===== config.mk =====
export PLATFORM = sky130hd
export DESIGN_NAME = pll_reset_seq
export DESIGN_NICKNAME = d
export VERILOG_FILES = /design/src/rtl/pll_reset_pkg.sv /design/src/rtl/sync_ff2.sv /design/src/rtl/pll_reset_seq.sv
export SDC_FILE = /design/constraint.sdc
export NUM_CORES = 1
export LEC_CHECK = 0
export CORE_ASPECT_RATIO = 0.75
export CORE_MARGIN = 3
export CORE_UTILIZATION = 30
export DETAILED_ROUTE_END_ITERATION = 7
export GPL_ROUTABILITY_DRIVEN = 0
export HOLD_SLACK_MARGIN = 0.15
export SYNTH_ARGS = -nofsm -noshare
export SYNTH_HDL_FRONTEND = slang
export SYNTH_HIERARCHICAL = 1
export SYNTH_SLANG_ARGS = --single-unit

===== constraint.sdc =====
create_clock -name clk -period 2.39 [get_ports clk]
set_input_delay 0.239 -clock clk [delete_from_list [all_inputs] [get_ports clk]]
set_output_delay 0.239 -clock clk [all_outputs]
set_load 0.005 [all_outputs]

===== src/rtl/pll_reset_pkg.sv =====
// Shared types and constants for the PLL reset sequencer.
package pll_reset_pkg;

  typedef enum logic [1:0] {
    WAIT_LOCK,
    STABLE,
    RELEASE,
    RUN
  } rs_state_t;

  localparam int LOSS_CNT_W = 8;

endpackage


===== src/rtl/sync_ff2.sv =====
// Two-flop synchroniser for a single asynchronous level; output resets to 0.
module sync_ff2 (
  input  logic clk,
  input  logic rst_n,
  input  logic d,
  output logic q
);

  logic meta;

  always_ff @(posedge clk or negedge rst_n) begin
    if (!rst_n) begin
      meta <= 1'b0;
      q    <= 1'b0;
    end else begin
      meta <= d;
      q    <= meta;
    end
  end

endmodule


===== src/rtl/pll_reset_seq.sv =====
// Staged, synchronously released reset generator driven by a filtered PLL lock.
//   state     | meaning
//   WAIT_LOCK | all resets held, waiting for synchronised lock
//   STABLE    | lock seen, counting consecutive locked cycles
//   RELEASE   | releasing one reset bit every STAGE_GAP cycles
//   RUN       | all stages released, ready high
module pll_reset_seq
  import pll_reset_pkg::*;
#(
  parameter int LOCK_STABLE_CYCLES = 1024,
  parameter int STAGES             = 3,
  parameter int STAGE_GAP          = 16,
  parameter int LOSS_FILTER        = 4
) (
  input  logic                  clk,
  input  logic                  resetn,
  input  logic                  locked,
  input  logic                  soft_rst_req,
  output logic [STAGES-1:0]     rst_n_out,
  output logic                  ready,
  output logic [LOSS_CNT_W-1:0] lock_loss_count
);

  localparam int CNT_MAX = (LOCK_STABLE_CYCLES > STAGE_GAP) ? LOCK_STABLE_CYCLES : STAGE_GAP;
  localparam int CNT_W   = $clog2(CNT_MAX);
  localparam int LF_W    = $clog2(LOSS_FILTER + 1);

  localparam logic [CNT_W-1:0]  STABLE_LAST = CNT_W'(LOCK_STABLE_CYCLES - 1);
  localparam logic [CNT_W-1:0]  GAP_LAST    = CNT_W'(STAGE_GAP - 1);
  localparam logic [LF_W-1:0]   LOSS_LAST   = LF_W'(LOSS_FILTER - 1);
  localparam logic [STAGES-1:0] ALL_ON      = '1;

  rs_state_t             state, state_nxt;
  logic [CNT_W-1:0]      cnt, cnt_nxt;
  logic [LF_W-1:0]       loss, loss_nxt;
  logic [STAGES-1:0]     rst_nxt, rst_shift;
  logic                  ready_nxt;
  logic [LOSS_CNT_W-1:0] llc_nxt;
  logic                  lock_s;
  logic                  lost;

  sync_ff2 u_lock_sync (
    .clk   (clk),
    .rst_n (resetn),
    .d     (locked),
    .q     (lock_s)
  );

  always_ff @(posedge clk or negedge resetn) begin
    if (!resetn) begin
      state           <= WAIT_LOCK;
      cnt             <= '0;
      loss            <= '0;
      rst_n_out       <= '0;
      ready           <= 1'b0;
      lock_loss_count <= '0;
    end else begin
      state           <= state_nxt;
      cnt             <= cnt_nxt;
      loss            <= loss_nxt;
      rst_n_out       <= rst_nxt;
      ready           <= ready_nxt;
      lock_loss_count <= llc_nxt;
    end
  end

  // Next stage pattern: shift in one more released bit above those already high.
  assign rst_shift = STAGES'({rst_n_out, 1'b1});
  assign lost      = !lock_s && (loss == LOSS_LAST);

  always_comb begin
    state_nxt = state;
    cnt_nxt   = cnt;
    loss_nxt  = loss;
    rst_nxt   = rst_n_out;
    ready_nxt = ready;
    llc_nxt   = lock_loss_count;

    case (state)
      WAIT_LOCK: begin
        rst_nxt   = '0;
        ready_nxt = 1'b0;
        cnt_nxt   = '0;
        loss_nxt  = '0;
        if (lock_s) state_nxt = STABLE;
      end

      STABLE: begin
        loss_nxt = '0;
        if (!lock_s) begin
          state_nxt = WAIT_LOCK;
          cnt_nxt   = '0;
        end else if (soft_rst_req) begin
          cnt_nxt = '0;
        end else if (cnt == STABLE_LAST) begin
          cnt_nxt = '0;
          rst_nxt = STAGES'(1);
          if (STAGES == 1) begin
            state_nxt = RUN;
            ready_nxt = 1'b1;
          end else begin
            state_nxt = RELEASE;
          end
        end else begin
          cnt_nxt = cnt + CNT_W'(1);
        end
      end

      RELEASE, RUN: begin
        loss_nxt = lock_s ? '0 : loss + LF_W'(1);
        // Filtered loss outranks a coincident soft request.
        if (lost) begin
          state_nxt = WAIT_LOCK;
          rst_nxt   = '0;
          ready_nxt = 1'b0;
          cnt_nxt   = '0;
          loss_nxt  = '0;
          if (lock_loss_count != '1) llc_nxt = lock_loss_count + LOSS_CNT_W'(1);
        end else if (soft_rst_req) begin
          state_nxt = STABLE;
          rst_nxt   = '0;
          ready_nxt = 1'b0;
          cnt_nxt   = '0;
          loss_nxt  = '0;
        end else if (state == RELEASE) begin
          if (cnt == GAP_LAST) begin
            cnt_nxt = '0;
            rst_nxt = rst_shift;
            if (rst_shift == ALL_ON) begin
              state_nxt = RUN;
              ready_nxt = 1'b1;
            end
          end else begin
            cnt_nxt = cnt + CNT_W'(1);
          end
        end
      end

      default: state_nxt = WAIT_LOCK;
    endcase
  end

endmodule


==> reports/qor.yml, run 1 <==
floorplanning:
  core-area_um2: 4550
  start_util_pct: 31.8
  row_count: 21
  die_w_um: 86.2
  io_pins: 16
  die_area_um2: 5700
  dieHeight_um: 66.2
placed_design:
  dp_cells: 213
  dp_hpwl_mm: 2.15
  portBuffers: 15
global_routing:
  antenna_found_initial: 0
  grt_pass1_wl_mm: 5.38
  grt_usage_pct: 12.2
  grt-ovfl-total: 0
  grt_max_degree: 30
  grt_pass1_vias: 1152
setup_path:
  crit_family: "compound AO/OA/AOI/OAI gates"
  slowest_stage: "dfrtp_1"
  crit_arrival_ns: 2.05
  path_max_fanout: 8
  cpPeakStageDelay_ns: 0.38
  cp_num_buf_inv: 0
  crit_chain: "ha_1 -> ha_1 -> nand2b_4 -> and2_1 -> a21o_2 -> nand3_1 -> o31ai_1"
  crit_path_end_kind: "flop"
  startpoint_type: "flop"
  critPathMostFrequentCell: "ha_1"
  critPathRequiredTime_ns: 2.55
  path_class: "reg -> reg"
  r2r_slack_ns: 0.51
finish:
  instances_no_fill: 221
  nNetsFinal: 171
  syn_to_final_growth_pct: 22.6
  fillers: 450
  drive_above_1_share_pct: 11.6
  diodes: 0
drt:
  num_vias: 1148
  antenna_left: 0
  drt_iter0_drc: 100
  route.detailed.drc: 0
  firstDrtPassIters: 4
  wl_per_cell_um: 13.4
  wl_mm: 2.96
  routed_via_density: 5.19
timing:
  maxSlewViolCount: 0
  setup_viol: 0
  tns_ns: 0
  fin_crit_ns: 1.88
  slew_headroom_pct: 73.7
  hold_slack_ns: 0.346
  worst_pin_slew_ns: 0.394
  hold_viol: 0
  finClkSkew_ns: 0.00352
  fmax_mhz: 531
  fin_crit_sh_pct: 78.8
  rsz0062_at_grt: "false"
yosys:
  seq_area_frac_synth_pct: 50.1
  avgSynthCellArea_um2: 10.3
  syn_nets: 149
  syn-cell-area_um2: 1450
  syn_inst: 141
  synth_seq_cells: 29
  yosysWarnings: 6
  synthDistinctLibCells: 37
hold_path:
  hold_path.class: "in -> async"
run_status:
  status: "finished, final reports clean"
clocking:
  numCtsBuffers: 5
  post-cts-setup-buffer-count: 0
  cts_sinks: 29
  ctsHoldBuffers: 0
  cts.htree.levels: 2
  cts_tree: "built"
  clock_path_buffers: 2
  path_clk_slew_ns: 0.06
  clk_latency_ns: 0.27
  root_buffer: "clkbuf_8"
  postCtsResizedCells: 0
flow_run:
  max_cap_violations: 0
pwr:
  p_leak_nw: 0.778
  ir_worst_vdd_mv: 0.200
  powerDensity_nw_per_um2: 545
-- final timing paths --
path,startpoint,end,depth (start not counted)
setup / recovery,loss[0],cnt[7],7
hold / removal,resetn,rst_n_out[2],2
setup reg to reg,loss[0],cnt[7],7
hold reg to reg,u_lock_sync/meta,u_lock_sync/q,0
max in group asynchronous,resetn,cnt[8],2
min in group clk,u_lock_sync/meta,u_lock_sync/q,0
-- logic make-up (layout without fill, tap and decap cells) --
kind of cell / count (synthesis) / in the layout / share of synthesized area [%]
and+or+nand+nor: 61 / 61 / 24.4
AOI/OAI and AO/OA: 31 / 31 / 14.6
DFF: 29 / 29 / 50.1
xor gates and xnor gates: 8 / 8 / 4.84
buffers and inverters: 7 / 30 / 1.81
adders and majority gates: 4 / 4 / 3.46
muxes: 1 / 1 / 0.778
-- area by class of cell --
type / instances / area [µm²] / share of cell area, %
Sequential cell: 29 / 726 / 40.9
Tap cell: 57 / 71.3 / 4.02
Clock buffer: 7 / 96.3 / 5.43
Inverter: 6 / 22.5 / 1.27
Multi-Input combinational cell: 105 / 696 / 39.2
Timing Repair Buffer: 16 / 158 / 8.89
Clock inverter: 1 / 5.00 / 0.282
-- per-layer routing --
| metal | track usage [%] | part of all wire (%) | vias up |
|---|---|---|---|
| met5 | 0 | 0 | - |
| met3 | 3.99 | 6.3 | 2 |
| met2 | 17.0 | 42 | 42 |
| met1 | 17.2 | 51 | 548 |
| li1 | - | - | 556 |
| met4 | 4.86 | 0.78 | 0 |
-- cells in the mapped netlist (all sizes together) --
library cell,number,area (µm²)
nor2b,2,12.5
a32oi,1,8.76
xor2,4,35.0
nor2,5,21.3
nand2,16,60.1
mux2,1,11.3
a22oi,3,22.5
o21ai,10,50.1
nand3,9,45.0
nand2b,3,26.3
inv,6,22.5
nand4,2,12.5
a31oi,4,25.0
a21oi,6,30.0
nor4,2,18.8
nor3,6,30.0
o22ai,1,6.26
or2b,1,7.51
a311oi,1,26.3
dfrtp,29,726
and2,4,25.0
xnor2,4,35.0
o32ai,1,8.76
and4,4,38.8
a21o,1,8.76
clkbuf,1,3.75
ha,4,50.1
and3,6,47.5
a22o,2,17.5
nor3b,1,7.51
o31ai,1,7.51
-- registers in the layout, indices dropped and copies added, names as in the netlist --
register          flops
ready                 1
state                 2
cnt                  10
rst_n_out             3
lock_loss_count       8
u_lock_sync/meta      1
loss                  3
u_lock_sync/q         1
-- worst reg2reg max path: cells and delay by family, from the launching register on --
family / cells / cell delay (ns)
AOI/OAI and AO/OA: 2 / 0.49
DFF: 1 / 0.38
adders and majority gates: 2 / 0.42
and+or+nand+nor: 3 / 0.49
-- cell usage in the layout (no fill, tap or decap), types with 3 or more instances in the layout --
cell type	netlist	routed
and2_1	4	4
dfrtp_1	29	29
nand3_1	9	9
a21oi_1	6	6
clkbuf_8	0	7
nor2_1	4	4
inv_1	6	6
o21ai_0	10	10
xor2_1	4	4
clkdlybuf4s50_1	0	15
a31oi_1	4	4
xnor2_1	4	4
a22oi_1	3	3
nor3_1	6	6
ha_1	4	4
nand2_1	16	16
and3_1	4	4
-- per-stage QoR --
step	worst slack (ns)	instance area, µm²	util, %	total power [W]
after global routing	0.341	1770	39.0	0.00102
after floorplan	0.655	1450	-	0.000520
after CTS	0.495	1770	39.0	0.000987
after global placement	0.536	1670	36.8	0.000542
after detailed placement	0.511	1670	36.8	0.000543
final	0.506	1770	39.0	0.000968
-- report_power, final --
| part | switching (W) | leakage, nW | internal, W |
|---|---|---|---|
| logic | 0.0000188 | 0.327 | 0.0000127 |
| clock network | 0.000175 | 0.0542 | 0.000260 |
| registers | 0.00000596 | 0.396 | 0.000496 |
(Power assumes the default switching activity.)
==> run 2: changes to the inputs <==
Clock period 2.39 ns to 1.6 ns, I/O delays scaled along.
==> run 2 against run 1 <==
The flow now finishes with violations (setup timing). Core utilization up 9.7 points. Global-route usage rose by 2.0 points. Final area grew 25%. Routed wire length grew 19%. Critical path type unchanged.
==> reports/qor.yml, run 2 (synthesized netlist as in run 1, its figures left out) <==
clocking:
  clk_latency_ns: 0.28
  numCtsBuffers: 5
  root_buffer: "clkbuf_8"
  path_clk_slew_ns: 0.06
  cts.htree.levels: 2
  ctsHoldBuffers: 0
  cts_tree: "built"
  clock_path_buffers: 2
  cts_sinks: 29
pwr:
  ir_worst_vdd_mv: 0.384
  switching_share_pct: 21.3
  p_leak_nw: 1.01
  clkPwrFrac_pct: 44.9
  switchingPower_w: 0.000313
  p_int_w: 0.00116
  finalPower_w: 0.00147
  comb_power_share_pct: 4.2
  seqPwrFrac_pct: 50.9
  powerDensity_nw_per_um2: 663
drt:
  drt_iter0_drc: 131
  num_vias: 1313
  wl_mm: 3.52
  antenna_left: 0
  wl_per_cell_um: 13.4
  route.detailed.drc: 0
  firstDrtPassIters: 4
  routed_via_density: 5.01
placed_design:
  portBuffers: 15
  dp_hpwl_mm: 2.50
  dp_cells: 245
  place_ws_ns: -0.148
finish:
  drive_above_1_share_pct: 40.0
  register_area_um2: 726
  largest_register_ffs: 10
  top_regs: "cnt (10), lock_loss_count (8)"
  nNetsFinal: 212
  multiInputGateArea_um2: 820
  instances_no_fill: 262
  layout_commonest_cell: "buf_4"
  fillers: 413
  fin_util_pct: 48.8
  largest-register: "cnt"
  layout_common_cells: "buf_4 (39), dfrtp_1 (29), clkdlybuf4s50_1 (15)"
  syn_to_final_growth_pct: 53.2
  diodes: 0
floorplanning:
  core-area_um2: 4550
  die_w_um: 86.2
  start_util_pct: 31.8
  row_count: 21
  dieHeight_um: 66.2
  io_pins: 16
  die_area_um2: 5700
timing:
  fin_crit_sh_pct: 102
  fin_crit_ns: 1.64
  slew_headroom_pct: 75.0
  fmax_mhz: 610
  maxSlewViolCount: 0
  rsz0062_at_grt: "true"
  finClkSkew_ns: 0.00368
  setup_viol: 7
  hold_viol: 0
  worst_pin_slew_ns: 0.376
  fin_ws_ns: -0.0381
setup_path:
  path_class: "reg -> reg"
  critPathRequiredTime_ns: 1.76
  path_max_fanout: 5
  crit_path_end_kind: "flop"
  startpoint_type: "flop"
  worstReg2RegStart: "loss[0]"
  crit_arrival_ns: 1.80
  r2r_slack_ns: -0.04
  ff2ff_path_depth: 7
  crit_start: "loss[0]"
  reg2reg_to: "lock_loss_count[5]"
run_status:
  violations: "setup timing"
  status: "complete, but fails checks"
global_routing:
  grt_pass1_wl_mm: 6.24
  grt_usage_pct: 14.2
  grt_pass1_vias: 1357
  grt_max_degree: 30
  antenna_found_initial: 0
  grt-ovfl-total: 0
flow_run:
  max_cap_violations: 0
hold_path:
  hold_path.class: "in -> async"
==> run 2: cell types whose count changed in the layout (fill, tap and decap cells not counted), sizes merged <==
cell	previous run	this run
buf	1	42
==> run 2: what timing repair did <==
action / CTS / global route
pin swaps: 16 / 8
resized for setup: 22 / 17
setup endpoints to repair: 17 / 22
buffers inserted: 7 / 2
==> run 2: area by class of cell <==
cell class | count | share of cell area, %
inverters | 6 | 1.02
clock buffers | 7 | 4.35
flip-flops and latches | 29 | 32.7
repair buffers | 57 | 21.5
clock inverters | 1 | 0.226
multi-input cells | 105 | 37.0
well taps | 57 | 3.22
==> run 2: worst max path at each step <==
stage	end	slack, ns
floorplan	lock_loss_count[7]	-0.11
global placement	lock_loss_count[1]	-0.10
detailed placement	lock_loss_count[6]	-0.15
CTS	lock_loss_count[5]	-0.05
global route	lock_loss_count[6]	-0.13
finish	lock_loss_count[5]	-0.04
==> run 2: worst max-delay path, stage by stage (launching register included) <==
cell	delay, ns
dfrtp_1	0.35
ha_2	0.20
ha_4	0.15
nand2b_4	0.08
a311oi_4	0.24
and4_4	0.30
nand3_2	0.07
xnor2_1	0.13
==> run 2: per-layer routing <==
| layer | vias to the layer above | GRT usage, % | wire [µm] |
|---|---|---|---|
| met5 | - | 0 | 0 |
| met4 | 0 | 7.59 | 63 |
| met3 | 5 | 3.99 | 158 |
| met2 | 28 | 21.2 | 1530 |
| met1 | 640 | 18.7 | 1770 |
| li1 | 640 | - | - |
==> run 2: power groups by stage <==
stage | Sequential [W] | Combinational, W | Clock [W]
6_report | 0.000748 | 0.0000616 | 0.000659
5_1_grt | 0.000749 | 0.0000704 | 0.000718
4_1_cts | 0.000748 | 0.0000590 | 0.000685
3_5_place_dp | 0.000761 | 0.0000560 | 0
3_3_place_gp | 0.000760 | 0.0000557 | 0
2_1_floorplan | 0.000760 | 0.0000167 | 0
==> run 2: through the flow <==
stage / instance area, µm² / setup TNS, ns / hold WS [ns]
floorplan: 1450 / -0.229 / -0.136
global route: 2220 / -1.40 / 0.302
detailed placement: 1920 / -1.40 / 0.336
global placement: 1920 / -0.891 / 0.332
finish: 2220 / -0.150 / 0.254
CTS: 2140 / -0.268 / 0.273
==> run 3: changes to the inputs <==
Clock period 1.6 ns to 1.3 ns, I/O delays scaled along.
==> run 3 against run 2 <==
Count of clock-buffer cells in the layout fell by 1. Highest routed layer unchanged. Sequential power increased by 23%. Critical endpoint is now cnt[2]. The flow still finishes with violations (setup timing). Worst hold slack worse by 0.060 ns. Die area did not move. Via count grew 5.2%. Fmax down 0.18%. Sequential share of layout area is 3.1 points lower.
==> reports/qor.yml, run 3 (synthesized netlist as in run 1, its figures left out) <==
placed_design:
  dp_cells: 250
  dp_hpwl_mm: 2.60
  dpl-instance-area_um2: 2040
  portBuffers: 15
finish:
  top_regs: "cnt (10), lock_loss_count (8)"
  instances_no_fill: 275
  diodes: 0
  drive_above_1_share_pct: 52.8
  fin_util_pct: 54.2
  final_area_um2: 2460
  largest_register_ffs: 10
  largest-register: "cnt"
  layout_commonest_cell: "buf_4"
  nNetsFinal: 225
  fillers: 392
  syn_to_final_growth_pct: 70.2
  layout_common_cells: "buf_4 (45), dfrtp_1 (26), nand2_1 (10)"
setup_path:
  crit_path_end_kind: "flop"
  cpPeakStageDelay_ns: 0.42
  crit_chain: "nor4_4 -> nand3_4 -> a21o_4 -> buf_12 -> a22oi_2 -> o21ai_2"
  slowest_stage: "dfrtp_1"
  crit_arrival_ns: 1.82
  critPathRequiredTime_ns: 1.48
  path_max_fanout: 6
  startpoint_type: "flop"
  path_class: "reg -> reg"
timing:
  maxSlewViolCount: 0
  worst_pin_slew_ns: 0.398
  fin_crit_sh_pct: 126
  hold_viol: 0
  fin_crit_ns: 1.64
  slew_headroom_pct: 73.3
  setup_viol: 27
  fmax_mhz: 609
  finClkSkew_ns: 0.00511
  fin_ws_ns: -0.341
  rsz0062_at_grt: "true"
global_routing:
  grt-ovfl-total: 0
  grt_pass1_vias: 1450
  grt_pass1_wl_mm: 6.75
  grt_usage_pct: 15.6
  grt_max_degree: 30
  antenna_found_initial: 0
clocking:
  clock_path_buffers: 2
  cts_sinks: 29
  cts.htree.levels: 2
  path_clk_slew_ns: 0.06
  ctsHoldBuffers: 0
  cts_tree: "built"
  root_buffer: "clkbuf_8"
  clk_latency_ns: 0.29
  numCtsBuffers: 5
pwr:
  p_leak_nw: 1.15
  finalPower_w: 0.00175
  ir_worst_vdd_mv: 0.404
  comb_power_share_pct: 6.2
  powerDensity_nw_per_um2: 710
  p_int_w: 0.00133
  clkPwrFrac_pct: 41.3
  seqPwrFrac_pct: 52.4
  switching_share_pct: 23.8
  switchingPower_w: 0.000416
floorplanning:
  start_util_pct: 31.8
  die_w_um: 86.2
  core-area_um2: 4550
  row_count: 21
  io_pins: 16
  dieHeight_um: 66.2
  die_area_um2: 5700
drt:
  antenna_left: 0
  routed_via_density: 5.02
  drt_iter0_drc: 72
  num_vias: 1381
  wl_per_cell_um: 14.4
  wl_mm: 3.96
  firstDrtPassIters: 4
  route.detailed.drc: 0
run_status:
  violations: "setup timing"
  status: "complete, but fails checks"
hold_path:
  hold_path.class: "in -> async"
flow_run:
  max_cap_violations: 0
==> run 3: routing by layer <==
metal  wire, µm  part of all wire, %  GRT usage, %  vias to the layer above
met5          0                    0             0                        -
met1       1740                   44          18.4                      670
li1           -                    -             -                      669
met3        214                  5.4          4.36                        9
met4         90                  2.3          7.00                        0
met2       1920                   48          26.4                       33
==> run 3: path summary, 6_finish.rpt <==
path | start | slack, ns | depth (start not counted) | end
hold / removal | resetn | 0.19 | 2 | cnt[2]
setup / recovery | cnt[6] | -0.34 | 6 | cnt[2]
min in group clk | locked | 0.29 | 1 | u_lock_sync/meta
setup reg to reg | cnt[6] | -0.34 | 6 | cnt[2]
max in group asynchronous | resetn | 0.92 | 2 | cnt[5]
hold reg to reg | u_lock_sync/meta | 0.35 | 0 | u_lock_sync/q
==> run 3: worst max-delay path, delay by kind of cell, from the launching register on <==
kind                   cells  cell delay, ns
AND/OR/NAND/NOR            2            0.49
flip-flops                 1            0.42
AO/OA/AOI/OAI              3            0.47
buffers and inverters      1            0.14
==> run 3: layout make-up <==
| class | instances | area [µm²] | area share [%] |
|---|---|---|---|
| multi-input cells | 105 | 948 | 38.5 |
| flip-flops and latches | 29 | 729 | 29.6 |
| repair buffers | 70 | 609 | 24.7 |
| clock buffers | 6 | 72.6 | 2.95 |
| well taps | 57 | 71.3 | 2.89 |
| inverters | 6 | 22.5 | 0.914 |
| clock inverters | 2 | 10.0 | 0.406 |
==> run 3: power groups by stage <==
stage | clock network (W) | registers [W] | logic [W]
floorplan | 0 | 0.000936 | 0.0000237
global placement | 0 | 0.000935 | 0.0000871
detailed placement | 0 | 0.000935 | 0.0000883
CTS | 0.000749 | 0.000918 | 0.000101
global route | 0.000783 | 0.000918 | 0.000120
finish | 0.000723 | 0.000918 | 0.000109
==> run 3: through the flow <==
step / setup WS (ns) / TNS, ns / hold WS (ns)
finish: -0.341 / -6.59 / 0.194
global route: -0.432 / -8.76 / 0.212
CTS: -0.360 / -6.36 / 0.203
detailed placement: -0.428 / -7.01 / 0.342
global placement: -0.362 / -6.47 / 0.334
floorplan: -0.410 / -3.73 / -0.166
==> run 3: repair_timing <==
action                     in CTS  in global routing
pin swaps                      17                  8
resized for setup              44                 18
setup endpoints to repair      36                 29
setup buffers                  14                  3
